<file path="config.mk">
export PLATFORM = sky130hd
export DESIGN_NAME = bst_store
export DESIGN_NICKNAME = d
export VERILOG_FILES = /design/src/rtl/bst_store.sv
export SDC_FILE = /design/constraint.sdc
export NUM_CORES = 1
export LEC_CHECK = 0
export ABC_AREA = 1
export ABC_CLOCK_PERIOD_IN_PS = 7100
export CELL_PAD_IN_SITES_DETAIL_PLACEMENT = 1
export CELL_PAD_IN_SITES_GLOBAL_PLACEMENT = 1
export CORE_MARGIN = 10
export CORE_UTILIZATION = 30
export CTS_CLUSTER_SIZE = 16
export DETAILED_ROUTE_END_ITERATION = 10
export GPL_ROUTABILITY_DRIVEN = 0
export PLACE_DENSITY_LB_ADDON = 0.1
export SKIP_CTS_REPAIR_TIMING = 1
export SLEW_MARGIN = 40
export SYNTH_ARGS = -nofsm -noshare
export SYNTH_HDL_FRONTEND = slang
export SYNTH_SLANG_ARGS = --single-unit
</file>
<file path="constraint.sdc">
create_clock -name clk -period 7.1 [get_ports clk]
set_input_delay 1.065 -clock clk [delete_from_list [all_inputs] [get_ports clk]]
set_output_delay 1.065 -clock clk [all_outputs]
set_load 0.005 [all_outputs]
</file>
<file path="src/rtl/bst_store.sv">
// bst_store: binary-search-tree key store, one node compared per clock.
// Define BST_MULT_EN to add per-node occurrence counters and rsp_mult.
module bst_store #(
    parameter int DATA_W = 4,
    parameter int DEPTH  = 7,
    parameter int IDX_W  = 3
) (
    input  logic              clk,
    input  logic              rst_n,
    input  logic              clear,
    input  logic              cmd_valid,
    output logic              cmd_ready,
    input  logic              cmd_op,
    input  logic [DATA_W-1:0] cmd_key,
    output logic              rsp_valid,
    input  logic              rsp_ready,
    output logic              rsp_found,
    output logic              rsp_full,
    output logic [IDX_W-1:0]  rsp_idx,
    output logic [IDX_W-1:0]  rsp_level,
    output logic [IDX_W-1:0]  count,
    output logic              empty,
    output logic              full
`ifdef BST_MULT_EN
    ,
    output logic [3:0]        rsp_mult
`endif
);
    typedef enum logic [1:0] {IDLE, WALK, LINK, RESP} state_t;

    localparam logic [IDX_W-1:0] NIL  = '1;
    localparam logic [IDX_W-1:0] ONE  = 1;
    localparam logic [IDX_W-1:0] LAST = IDX_W'(DEPTH - 1);
    localparam logic [IDX_W-1:0] CAP  = IDX_W'(DEPTH);

    state_t            state;
    logic [DATA_W-1:0] keys  [DEPTH];
    logic [IDX_W-1:0]  left  [DEPTH];
    logic [IDX_W-1:0]  right [DEPTH];
    logic [IDX_W-1:0]  cur;
    logic [IDX_W-1:0]  level;
    logic [IDX_W-1:0]  child;
    logic [IDX_W-1:0]  next_level;
    logic [DATA_W-1:0] key;
    logic              op;
    logic              go_left;
    logic              link_left;
    logic              hit;
    logic              stop;

    assign cmd_ready  = (state == IDLE) && !clear;
    assign hit        = (key == keys[cur]);
    assign go_left    = (key < keys[cur]);
    assign child      = go_left ? left[cur] : right[cur];
    assign next_level = (level == LAST) ? level : level + ONE;
    // Hitting the last legal level ends the walk even if a child exists.
    assign stop       = (child == NIL) || (level == LAST);

    always_ff @(posedge clk or negedge rst_n) begin
        if (!rst_n) begin
            state     <= IDLE;
            count     <= '0;
            empty     <= 1'b1;
            full      <= 1'b0;
            cur       <= '0;
            level     <= '0;
            key       <= '0;
            op        <= 1'b0;
            link_left <= 1'b0;
            rsp_valid <= 1'b0;
            rsp_found <= 1'b0;
            rsp_full  <= 1'b0;
            rsp_idx   <= '0;
            rsp_level <= '0;
            for (int i = 0; i < DEPTH; i++) begin
                left[i]  <= NIL;
                right[i] <= NIL;
            end
        end else begin
            unique case (state)
                IDLE: begin
                    if (clear) begin
                        count <= '0;
                        empty <= 1'b1;
                        full  <= 1'b0;
                        for (int i = 0; i < DEPTH; i++) begin
                            left[i]  <= NIL;
                            right[i] <= NIL;
                        end
                    end else if (cmd_valid) begin
                        op    <= cmd_op;
                        key   <= cmd_key;
                        cur   <= '0;
                        level <= '0;
                        if (!empty) begin
                            state <= WALK;
                        end else if (cmd_op) begin
                            state <= LINK;
                        end else begin
                            rsp_found <= 1'b0;
                            rsp_full  <= 1'b0;
                            rsp_idx   <= NIL;
                            rsp_level <= '0;
                            rsp_valid <= 1'b1;
                            state     <= RESP;
                        end
                    end
                end
                WALK: begin
                    if (hit) begin
                        rsp_found <= 1'b1;
                        rsp_full  <= 1'b0;
                        rsp_idx   <= cur;
                        rsp_level <= level;
                        rsp_valid <= 1'b1;
                        state     <= RESP;
                    end else if (stop) begin
                        level <= next_level;
                        if (op && child == NIL && !full) begin
                            link_left <= go_left;
                            state     <= LINK;
                        end else begin
                            rsp_found <= 1'b0;
                            rsp_full  <= op && full;
                            rsp_idx   <= NIL;
                            rsp_level <= next_level;
                            rsp_valid <= 1'b1;
                            state     <= RESP;
                        end
                    end else begin
                        cur   <= child;
                        level <= next_level;
                    end
                end
                LINK: begin
                    left[count]  <= NIL;
                    right[count] <= NIL;
                    if (count != '0) begin
                        if (link_left) left[cur] <= count;
                        else           right[cur] <= count;
                    end
                    count     <= count + ONE;
                    empty     <= 1'b0;
                    full      <= (count + ONE == CAP);
                    rsp_found <= 1'b0;
                    rsp_full  <= 1'b0;
                    rsp_idx   <= count;
                    rsp_level <= level;
                    rsp_valid <= 1'b1;
                    state     <= RESP;
                end
                RESP: begin
                    if (rsp_ready) begin
                        rsp_valid <= 1'b0;
                        state     <= IDLE;
                    end
                end
            endcase
        end
    end

    // Key storage needs no reset: a node is only read once linked.
    always_ff @(posedge clk) begin
        if (state == LINK) keys[count] <= key;
    end

`ifdef BST_MULT_EN
    logic [3:0] mult [DEPTH];
    logic [3:0] mult_inc;

    assign mult_inc = (mult[cur] == 4'hf) ? 4'hf : mult[cur] + 4'h1;

    always_ff @(posedge clk) begin
        if (state == LINK)
            mult[count] <= 4'h1;
        else if (state == WALK && hit && op)
            mult[cur] <= mult_inc;
    end

    always_ff @(posedge clk or negedge rst_n) begin
        if (!rst_n)
            rsp_mult <= '0;
        else if (state == LINK)
            rsp_mult <= 4'h1;
        else if (state == WALK && hit)
            rsp_mult <= op ? mult_inc : mult[cur];
        else if (state == WALK && stop)
            rsp_mult <= '0;
        else if (state == IDLE && cmd_ready && cmd_valid)
            rsp_mult <= '0;
    end
`endif

endmodule
</file>
==> flow_summary.json <==
{
  "status": "finished, final reports clean",
  "cts.clk_slew.worst_paths_ns": 0.07,
  "synth_top_area_frac": 0.222,
  "wl_mm": 15.2,
  "vias_per_cell": 4.89,
  "hp-class": "flip-flop to flip-flop",
  "drt-pass1-iter-count": 6,
  "start_kind": "flip-flop",
  "start_util": 0.306,
  "tightestPinTransition_ns": 0.814,
  "setup_tns_ns": 0,
  "drive_gt1_frac": 0.152,
  "power.density_nw_per_um2": 448,
  "relSlewSlack": 0.455,
  "port-buffer-count": 24,
  "grt_pass1_vias": 4371,
  "cts_buffers": 9,
  "die_y_um": 150,
  "cap_violations": 0,
  "dpl.hpwl_mm": 11.0,
  "cts_tree": "built",
  "yosys-top-cells-area": "dfstp_2 (22%), edfxtp_1 (16%), dfrtp_1 (13%)",
  "skew_ns": 0.00959,
  "grt_max_degree": 71,
  "intPower_mw": 1.37,
  "switching_share": 0.478,
  "cts_buffer_depth": 2,
  "end_kind": "flip-flop",
  "areaGrowthSynthToFinish_pct": 14.5,
  "synth_area_leader_cell": "dfstp_2",
  "rows": 47,
  "maxSlewViolCount": 0,
  "switching_power_mw": 1.25,
  "drt_iter0_drc": 234,
  "worstSkewPairLatency_ns": 0.37,
  "synthMostInstantiatedCell": "nand2_1",
  "power.share.clock": 0.194,
  "ys_types": 41,
  "slowest_stage": "dfrtp_1",
  "antenna_found_initial": 0,
  "grt_pass1_wl_mm": 24.8,
  "htreeDepth": 3,
  "path_class": "flip-flop to flip-flop",
  "netlist_instances": 583,
  "syn_area_sq_um": 5100,
  "chipWidth_um": 150,
  "ys_top_cells_by_count": "nand2_1 (153), inv_1 (70), nor2_1 (46), dfstp_2 (43), a22oi_1 (35)",
  "ant_nets": 0,
  "worst_path_largest_cell_delay_ns": 0.58,
  "leakage_nw": 2.75,
  "placed_area_sq_um": 5540,
  "avgSynthCellArea_sq_um": 8.75,
  "critPathBufInv": 5,
  "grt-ovfl-total": 0,
  "period_needed_ns": 3.59,
  "clock-root-buffer": "clkbuf_16",
  "critPathTopFamily": "simple AND/OR/NAND/NOR gates",
  "ys.flop_type": "dfstp_2",
  "cp.arrival_ns": 3.85,
  "finalHoldViolCount": 0,
  "seqPwrFrac": 0.322,
  "post_drt_wl_per_cell_um": 18.4,
  "fin_crit_sh": 0.506,
  "async_reset_ff_frac": 0.714,
  "postLayoutCellArea_sq_um": 5840,
  "coreArea_sq_um": 16600,
  "path_cells": "inv_2, nor2_4, inv_2, nor2_1, nand2_1, nand2_1, a221oi_1, nand4_1, inv_1, ha_1, inv_1, o21bai_1, nand2_1, nand2_1, inv_1, nand2_1, nand2_2, nand3_2, nand3_2, nand2_1, nor2_1, nand2_1, nand2_1",
  "fin_nets": 624,
  "synth_edf_count": 28,
  "critPathMaxFanout": 12,
  "grtUsageTotal": 0.142,
  "ys_seq_elements": 98,
  "grt_setup_unrepaired": "no",
  "clock.fmax_mhz": 278,
  "diodes": 0,
  "yosysSeqAreaShare": 0.519,
  "syn-num-nets": 607,
  "cp_common_cell": "nand2_1",
  "ys_warn_count": 0,
  "setup_viol": 0,
  "drc": 0,
  "peakVddDrop_v": 0.000197,
  "combPwrFrac": 0.484,
  "crit_required_ns": 7.36,
  "cts.sinks": 98,
  "die_area_sq_um": 22600,
  "via_count": 4036,
  "ioPinCount": 25
}
[flip-flops by register name (all words and copies together) (netlist names), 2 cells and up]
register,cells
key,4
rsp_idx,3
cur,3
state,2
level,3
count,3
keys,28
left,21
rsp_level,3
right,21
[kinds of logic after synthesis]
logic type	Yosys count	share of synthesized area
and+or+nand+nor	264	0.224
AOI/OAI and AO/OA	103	0.135
buffers and inverters	100	0.0800
DFF	98	0.519
adders and majority gates	14	0.0343
muxes	3	0.00662
xor gates and xnor gates	1	0.00172
[per-layer routing]
| metal | up-vias | track usage | wire [um] |
|---|---|---|---|
| met5 | - | 0 | 0 |
| met4 | 0 | 0.0408 | 219 |
| met3 | 12 | 0.0330 | 451 |
| met2 | 44 | 0.224 | 7000 |
| met1 | 1999 | 0.191 | 7500 |
| li1 | 1981 | - | - |
[path summary, 6_finish.rpt]
| path | start | endpoint | slack, ns | depth (start not counted) |
|---|---|---|---|---|
| hold reg to reg | right[19] | right[19] | 0.47 | 2 |
| min in group asynchronous | rst_n | count[0] | 0.72 | 1 |
| setup / recovery | cur[1] | state[0] | 3.51 | 23 |
| setup reg to reg | cur[1] | state[0] | 3.51 | 23 |
| hold / removal | right[19] | right[19] | 0.47 | 2 |
| max in group asynchronous | rst_n | link_left | 5.92 | 1 |
[worst register-to-register path, stage by stage, from the launching register on]
cell and delay [ns]:
dfrtp_1 0.58, inv_2 0.14, nor2_4 0.19, inv_2 0.05, nor2_1 0.36, nand2_1 0.10, nand2_1 0.08, a221oi_1 0.06
nand4_1 0.11, inv_1 0.05, ha_1 0.29, inv_1 0.04, o21bai_1 0.11, nand2_1 0.06, nand2_1 0.24, inv_1 0.15
nand2_1 0.11, nand2_2 0.09, nand3_2 0.12, nand3_2 0.21, nand2_1 0.21, nor2_1 0.06, nand2_1 0.05, nand2_1 0.04
[per-stage QoR]
stage	std cells	hold WS, ns	utilization	power, mW	setup slack [ns]
detailed placement	809	0.452	0.333	2.14	3.50
finish	825	0.468	0.351	2.62	3.51
global route	825	0.496	0.351	2.85	2.98
CTS	825	0.470	0.351	2.65	3.45
global placement	809	0.456	0.332	2.12	3.50
floorplan	583	0.439	-	1.70	4.47
[layout make-up]
type | instances | area, sq um
clock inverter | 7 | 73.8
tap | 220 | 275
multi-input combinational | 385 | 2060
inverter | 80 | 300
fill | 1967 | 10800
sequential | 98 | 2650
timing repair buffer | 26 | 256
clock buffer | 9 | 225
[power groups by stage]
stage | sequential (mW) | clock [mW] | combinational, mW
2_1_floorplan | 0.808 | 0 | 0.894
3_3_place_gp | 0.851 | 0 | 1.27
3_5_place_dp | 0.855 | 0 | 1.28
4_1_cts | 0.845 | 0.523 | 1.29
5_1_grt | 0.863 | 0.545 | 1.44
6_report | 0.841 | 0.508 | 1.27
[placed cells by master, fill, tap and decap left out, types with 2 or more instances in the layout]
master and n:
a22oi_1 35, clkbuf_16 9, o21bai_1 3, clkdlybuf4s50_1 23, nor2_4 2, edfxtp_1 28
nor3_1 12, nand2_2 4, o21ai_0 19, dfrtp_1 27, nand4_1 12, nand2_1 153
nand3_2 3, a21oi_1 6, mux2_2 3, o31ai_1 2, inv_1 69, inv_2 10
a32oi_1 8, a22o_1 3, o21ai_1 13, ha_1 14, nor2_1 46, nor2_2 3
dfstp_2 43, buf_4 2, a31oi_1 2, nand3_1 25, inv_8 5, o22ai_1 2
a221oi_1 2, a211oi_1 2, o211ai_1 3
Power figures use the tool's default switching activity.
